[src/rtl/math_multiplier_dot_accumulator.sv]
// math_multiplier_dot_accumulator: accumulates K consecutive 2N-bit products into a W-bit dot-product sum
// Ports:
//   clk, rst_n          clock, asynchronous active-low reset
//   clr                 synchronous abort of the current sum (discards any undrained result)
//   p, p_valid, p_ready product input handshake
//   sum, sum_valid,     completed K-term result handshake
//   sum_ready
//   ovf                 sticky carry out of bit W-1 during the current sum
//   cnt                 products accepted into the current sum
module math_multiplier_dot_accumulator #(
    parameter int N  = 4,
    parameter int K  = 4,
    parameter int CW = 2,
    parameter int W  = 10
) (
    input  logic           clk,
    input  logic           rst_n,
    input  logic           clr,
    input  logic [2*N-1:0] p,
    input  logic           p_valid,
    output logic           p_ready,
    output logic [W-1:0]   sum,
    output logic           sum_valid,
    input  logic           sum_ready,
    output logic           ovf,
    output logic [CW-1:0]  cnt
);
    logic [W-1:0]  sum_q, sum_d;
    logic          ovf_q, ovf_d;
    logic          sum_valid_q, sum_valid_d;
    logic [CW-1:0] cnt_q, cnt_d;
    logic          acc, drn, last;
    logic [W:0]    add;
    always_comb begin
        // a full result register accepts only if it drains on the same edge
        p_ready     = !clr && (!sum_valid_q || sum_ready);
        acc         = p_valid && p_ready;
        drn         = sum_valid_q && sum_ready;
        last        = cnt_q == CW'(K - 1);
        add         = {1'b0, sum_q} + (W + 1)'(p);
        // first term of a sum loads p directly so no stale sum or carry leaks in
        sum_d       = clr ? '0 : !acc ? sum_q : cnt_q == '0 ? W'(p) : add[W-1:0];
        ovf_d       = clr ? 1'b0 : !acc ? ovf_q : cnt_q == '0 ? 1'b0 : ovf_q | add[W];
        cnt_d       = clr ? '0 : !acc ? cnt_q : last ? '0 : cnt_q + 1'b1;
        // completion wins over a simultaneous drain
        sum_valid_d = clr ? 1'b0 : (acc && last) ? 1'b1 : drn ? 1'b0 : sum_valid_q;
    end
    always_ff @(posedge clk or negedge rst_n) begin
        if (!rst_n) begin
            sum_q       <= '0;
            ovf_q       <= 1'b0;
            sum_valid_q <= 1'b0;
            cnt_q       <= '0;
        end else begin
            sum_q       <= sum_d;
            ovf_q       <= ovf_d;
            sum_valid_q <= sum_valid_d;
            cnt_q       <= cnt_d;
        end
    end
    assign sum       = sum_q;
    assign ovf       = ovf_q;
    assign sum_valid = sum_valid_q;
    assign cnt       = cnt_q;
endmodule

[config.mk]
export PLATFORM = sky130hd
export DESIGN_NAME = math_multiplier_dot_accumulator
export DESIGN_NICKNAME = d
export VERILOG_FILES = /design/src/rtl/math_multiplier_dot_accumulator.sv
export SDC_FILE = /design/constraint.sdc
export NUM_CORES = 1
export LEC_CHECK = 0
export ABC_AREA = 0
export BUFFER_PORTS_ARGS = -buffer_cell sky130_fd_sc_hd__buf_2
export CAP_MARGIN = 40
export CORE_MARGIN = 3
export CORE_UTILIZATION = 35
export DETAILED_ROUTE_END_ITERATION = 8
export GPL_TIMING_DRIVEN = 0
export PLACE_DENSITY_LB_ADDON = 0.1
export SLEW_MARGIN = 10
export SYNTH_ARGS = -nofsm -noshare
export SYNTH_HDL_FRONTEND = slang
export SYNTH_SLANG_ARGS = --single-unit
[constraint.sdc]
create_clock -name clk -period 5 [get_ports clk]
set_clock_uncertainty 0.15 [all_clocks]
set_input_delay 0.5 -clock clk [delete_from_list [all_inputs] [get_ports clk]]
set_output_delay 0.5 -clock clk [all_outputs]
set_load 0.02 [all_outputs]
==> results of run 1 <==
where the power goes:
group / internal, mW / total (mW) / switching (mW)
logic: 0.0402 / 0.0967 / 0.0564
registers: 0.121 / 0.127 / 0.00657
clock network: 0.0443 / 0.0858 / 0.0415
cell type report:
| class | count | area, sq um | share of cell area, % |
|---|---|---|---|
| multi-input cells | 79 | 613 | 50.8 |
| flip-flops and latches | 14 | 350 | 29.0 |
| repair buffers | 27 | 140 | 11.6 |
| well taps | 30 | 37.5 | 3.11 |
| clock buffers | 4 | 36.3 | 3.01 |
| inverters | 4 | 15.0 | 1.24 |
| plain buffers | 3 | 13.8 | 1.14 |
final timing paths:
kind	endpoint	slack, ns	cells after the start
worst min register to register	ovf	0.35	1
worst min-delay path	sum[0]	0.33	2
min in group asynchronous	sum[4]	0.49	2
max in group asynchronous	sum[0]	3.97	2
worst max-delay path	sum[8]	2.72	7
worst max register to register	sum[8]	2.72	7
metal layers:
metal  routed length [um]  up-vias
li1                     -      441
met1                 1100      388
met2                  944       24
met3                  126        4
met4                   25        0
met5                    0        -
sequential cells by signal (all words and copies together) (netlist names):
signal and flops:
sum_valid 1, cnt 2, sum 10, ovf 1
stage by stage:
step	worst slack, ns	utilization (%)
2_1_floorplan	2.76	-
3_3_place_gp	2.51	44.8
3_5_place_dp	2.52	44.8
4_1_cts	2.71	46.6
5_1_grt	2.59	46.6
6_report	2.72	46.6
cell families after synthesis:
logic type | count (synthesis) | synth area share (%)
flip-flops | 14 | 35.3
XOR/XNOR | 6 | 5.30
adder cells (fa/ha/maj) | 11 | 14.6
AO/OA/AOI/OAI | 37 | 26.7
multiplexers | 2 | 2.02
AND/OR/NAND/NOR | 23 | 13.1
buffers and inverters | 7 | 2.90
synth_stat cells (2+ instances only):
library cell | instances | share of area [%]
a211oi_1 | 2 | 1.5
a21o_1 | 3 | 2.3
a21oi_1 | 8 | 4.0
a21oi_2 | 2 | 1.8
a32oi_1 | 5 | 4.4
and3b_1 | 2 | 1.8
buf_2 | 2 | 1.0
dfrtp_1 | 14 | 35
ha_1 | 10 | 13
inv_1 | 4 | 1.5
mux2i_1 | 2 | 2.0
nand2_1 | 6 | 2.3
nand2b_1 | 2 | 1.3
nand3_1 | 2 | 1.0
nand3b_1 | 2 | 1.5
nor2_1 | 3 | 1.1
o21ai_0 | 8 | 4.0
xnor2_1 | 2 | 1.8
xor2_1 | 4 | 3.5
cell usage in the layout, fill, tap and decap left out, drive strengths merged:
master,count
and3,1
nor2,3
or3,1
a21oi,10
nand3b,2
a211oi,2
or2,1
dfrtp,14
a41oi,1
a221oi,1
a211o,1
a21o,3
o31ai,1
nor2b,1
mux2i,2
buf,28
nand2b,2
and3b,2
o2111a,1
a22o,1
nand2,6
o21bai,1
o21ai,8
inv,4
o211ai,1
xor2,4
a32oi,5
nor3,1
dlygate4sd3,1
nand3,2
o21a,1
clkbuf,5
ha,10
fa,1
nor4,1
xnor2,2
worst max-delay path: cells and delay by family (launching register included):
kind	cells	cell delay, ns
adder cells (fa/ha/maj)	2	0.63
AND/OR/NAND/NOR	3	0.45
AO/OA/AOI/OAI	2	0.54
flip-flops	1	0.42
==> flow_metrics.env, run 1 <==
export IMPL_status="finished, final reports clean"
export IMPL_maxCapViolations=0
export IMPL_clk_latency_ns=0.28
export IMPL_post_cts_setup_buffer_count=0
export IMPL_syn_inst=100
export IMPL_grt_pass1_vias=853
export IMPL_syn_cell_area_sq_um=992
export IMPL_timing_rr_start="sum[0]"
export IMPL_crit_arrival_ns=2.31
export IMPL_grt_pass1_wl_um=3790
export IMPL_ys_seq_area_share_pct=35.3
export IMPL_synth_edf_count=0
export IMPL_p_leak_nw=0.636
export IMPL_yosys_warnings=0
export IMPL_start_util_pct=38.3
export IMPL_antenna_cells=0
export IMPL_ys_types=36
export IMPL_die_area_sq_um=3510
export IMPL_rsz0062_at_grt="no"
export IMPL_io_buffers=26
export IMPL_post_cts_resized=0
export IMPL_grt_met2_usage_pct=20.6
export IMPL_post_dp_cell_area_sq_um=1160
export IMPL_cts_tree="yes"
export IMPL_startpoint_type="flop"
export IMPL_wl_um=2190
export IMPL_worstMarginPinSlew_ns=0.515
export IMPL_fmax_mhz=439
export IMPL_path_clk_slew_ns=0.10
export IMPL_holdWs_ns=0.328
export IMPL_worstSetupPathType="flop to flop"
export IMPL_via_per_inst=5.32
export IMPL_antenna_found_initial=0
export IMPL_vias=857
export IMPL_layout_drive_gt1_share_pct=29.0
export IMPL_fill_cells=266
export IMPL_avgSynthCellArea_sq_um=9.92
export IMPL_gr_total_overflow=0
export IMPL_first_iter_violations=18
export IMPL_ant_nets=0
export IMPL_clockBufferDepth=2
export IMPL_grt_util_all_layers_pct=14.2
export IMPL_setup_viol=0
export IMPL_finalInstanceArea_sq_um=1210
export IMPL_critPathRequiredTime_ns=5.03
export IMPL_tns_ns=0
export IMPL_maxSlewHeadroom_pct=65.7
export IMPL_met3_usage_pct=2.83
export IMPL_wl_per_cell_um=13.6
export IMPL_p_total_uw=310
export IMPL_layout_nets=156
export IMPL_drv_slew=0
export IMPL_async_flop_share_pct=100
export IMPL_hold_path_class="input pin to flop"
export IMPL_root_buffer="clkbuf_4"
export IMPL_pin_count=28
export IMPL_grt_busiest_layer="met2"
export IMPL_max_stage_delay_ns=0.42
export IMPL_crit_fanout=3
export IMPL_endpoint_kind="flop"
export IMPL_dp_hpwl_um=1670
export IMPL_core_area_sq_um=2590
export IMPL_grtUsageMet1_pct=20.2
export IMPL_layout_min_cycle_time_ns=2.28
export IMPL_hold_violations=0
export IMPL_ir_drop_uv=111
export IMPL_drt_pass1_iterations=4
export IMPL_critPathSlowestCell="dfrtp_1"
export IMPL_grt_max_degree=15
export IMPL_h_tree_depth=1
export IMPL_die_h_um=59.2
export IMPL_die_w_um=59.2
export IMPL_syn_to_final_growth_pct=21.6
export IMPL_dpl_cell_count=156
export IMPL_min_from="clr"
export IMPL_rows=18
export IMPL_synth_seq_cells=14
export IMPL_hold_buffers=1
export IMPL_finalCritPeriodShare_pct=45.6
export IMPL_power_density_nw_per_um2=257
export IMPL_layout_cells_non_filler=161
export IMPL_drc=0
export IMPL_cp_cell_sequence="ha_1 > fa_1 > a21o_1 > a221oi_2 > or3_4 > nand3_1 > and3b_1"
export IMPL_gp_congestion=0.740
export IMPL_clock_sinks=14
export IMPL_startpoint="sum[0]"
export IMPL_syn_nets=124
export IMPL_cts_made_buffers=3
export IMPL_synth_flop_cell="dfrtp_1"
Note: power is estimated with default switching activity, not from simulation.
==> run 2, diff against run 1 <==
Clock period 5 ns to 2.25 ns, I/O delays scaled along.
==> run 2 against run 1 <==
Against the previous run:
- design area up 2.3%
- largest power group unchanged
- hold slack got worse by 0.28 ns
- global-route usage increased by 0.23 points
- clock-buffer cell count stayed put
- power up 120%
- maximum frequency up 8.5%
==> flow_metrics.env, run 2 (synthesized netlist as in run 1, its figures left out) <==
export IMPL_status="finished, final reports clean"
export IMPL_wl_um=2230
export IMPL_layout_commonest_cell="buf_2"
export IMPL_cts_made_buffers=3
export IMPL_clock_sinks=14
export IMPL_dpl_cell_count=156
export IMPL_reg2reg_slack_ns=0.15
export IMPL_drc=0
export IMPL_via_per_inst=5.28
export IMPL_finalCritPeriodShare_pct=93.4
export IMPL_grt_pass1_wl_um=3840
export IMPL_worstSetupPathType="flop to flop"
export IMPL_clockBufferDepth=2
export IMPL_gp_congestion=0.740
export IMPL_dp_hpwl_um=1670
export IMPL_maxSlewHeadroom_pct=65.4
export IMPL_drt_pass1_iterations=4
export IMPL_rows=18
export IMPL_h_tree_depth=1
export IMPL_gr_total_overflow=0
export IMPL_grt_pass1_vias=869
export IMPL_endpoint_kind="flop"
export IMPL_wl_per_cell_um=13.6
export IMPL_layout_min_cycle_time_ns=2.10
export IMPL_first_iter_violations=15
export IMPL_cts_tree="yes"
export IMPL_grt_max_degree=15
export IMPL_crit_fanout=3
export IMPL_vias=866
export IMPL_tns_ns=0
export IMPL_largest_reg_flops=10
export IMPL_drv_slew=0
export IMPL_power_density_nw_per_um2=565
export IMPL_startpoint_type="flop"
export IMPL_core_area_sq_um=2590
export IMPL_pin_count=28
export IMPL_hold_path_class="input pin to flop"
export IMPL_p_leak_nw=0.648
export IMPL_io_buffers=26
export IMPL_grt_util_all_layers_pct=14.4
export IMPL_clk_latency_ns=0.28
export IMPL_ant_nets=0
export IMPL_die_area_sq_um=3510
export IMPL_start_util_pct=38.3
export IMPL_maxCapViolations=0
export IMPL_path_clk_slew_ns=0.10
export IMPL_rsz0062_at_grt="no"
export IMPL_critPathRequiredTime_ns=2.28
export IMPL_layout_nets=159
export IMPL_worstMarginPinSlew_ns=0.519
export IMPL_hold_path_depth=2
export IMPL_layout_cells_non_filler=164
export IMPL_antenna_found_initial=0
export IMPL_worstRegToRegCells=7
export IMPL_root_buffer="clkbuf_4"
export IMPL_crit_arrival_ns=2.13
export IMPL_antenna_cells=0
export IMPL_final_cell_mix="buf_2, dfrtp_1, ha_1"
export IMPL_fmax_mhz=476
export IMPL_setup_viol=0
export IMPL_layout_drive_gt1_share_pct=32.1
export IMPL_hold_violations=0
export IMPL_die_h_um=59.2
export IMPL_ir_drop_uv=248
export IMPL_syn_to_final_growth_pct=24.3
export IMPL_die_w_um=59.2
==> run 2: cell count changes in the layout (fill, tap and decap cells not counted) <==
cell / previous run / this run
ha_2: 0 / 1
fa_1: 1 / 0
buf_4: 0 / 3
ha_1: 10 / 9
fa_2: 0 / 1
==> run 2: through the flow <==
stage	power, mW	utilization (%)	instance area, sq um	hold WS, ns	setup WS [ns]
floorplan	0.439	-	992	-0.221	0.0293
global placement	0.499	44.8	1160	0.00165	-0.0103
detailed placement	0.503	44.8	1160	0.00426	-0.00522
CTS	0.703	47.1	1220	0.0485	0.0164
global route	0.750	47.6	1230	0.0384	0.00392
finish	0.697	47.6	1230	0.0524	0.148
==> run 2: power breakdown <==
part           leakage, nW  internal [mW]  switching (mW)  total (mW)
clock network       0.0210         0.0984          0.0927       0.191
logic                0.438         0.0955           0.128       0.223
registers            0.189          0.268          0.0144       0.282
total                0.648          0.462           0.235       0.697
==> run 2: final cells by class <==
type	count	area [sq um]
Inverter	4	15.0
Multi-Input combinational cell	79	618
Timing Repair Buffer	30	163
Fill cell	259	1360
Buffer	3	13.8
Clock buffer	4	36.3
Sequential cell	14	350
Tap cell	30	37.5
==> run 2: worst paths after layout <==
kind | to | startpoint
max | sum[8] | sum[0]
min | sum[0] | clr
max reg2reg | sum[8] | sum[0]
min reg2reg | ovf | ovf
max in group asynchronous | sum[0] | rst_n
min in group asynchronous | sum[4] | rst_n
==> run 2: metal layers <==
metal  global-route usage [%]  vias up  wire length, um  part of all wire (%)
li1                         -      447                -                     -
met1                     20.1      393             1110                    50
met2                     21.5       22              975                    44
met3                     2.83        4              124                   5.6
met4                     5.83        0               25                   1.1
met5                        0        -                0                     0
==> run 2: repair_timing <==
item                                    CTS  global route
endpoints found under the hold margin    14             0
setup buffers                             2             1
resized for setup                         0             2
endpoints found under the setup margin    2             3
pin swaps                                 2             3
hold buffers                              1             0
==> run 2: worst max-delay path: stages (launching register included) <==
cell	delay, ns
dfrtp_1	0.40
ha_2	0.20
fa_2	0.35
a21o_1	0.20
a221oi_2	0.28
or3_4	0.19
nand3_1	0.07
and3b_1	0.18
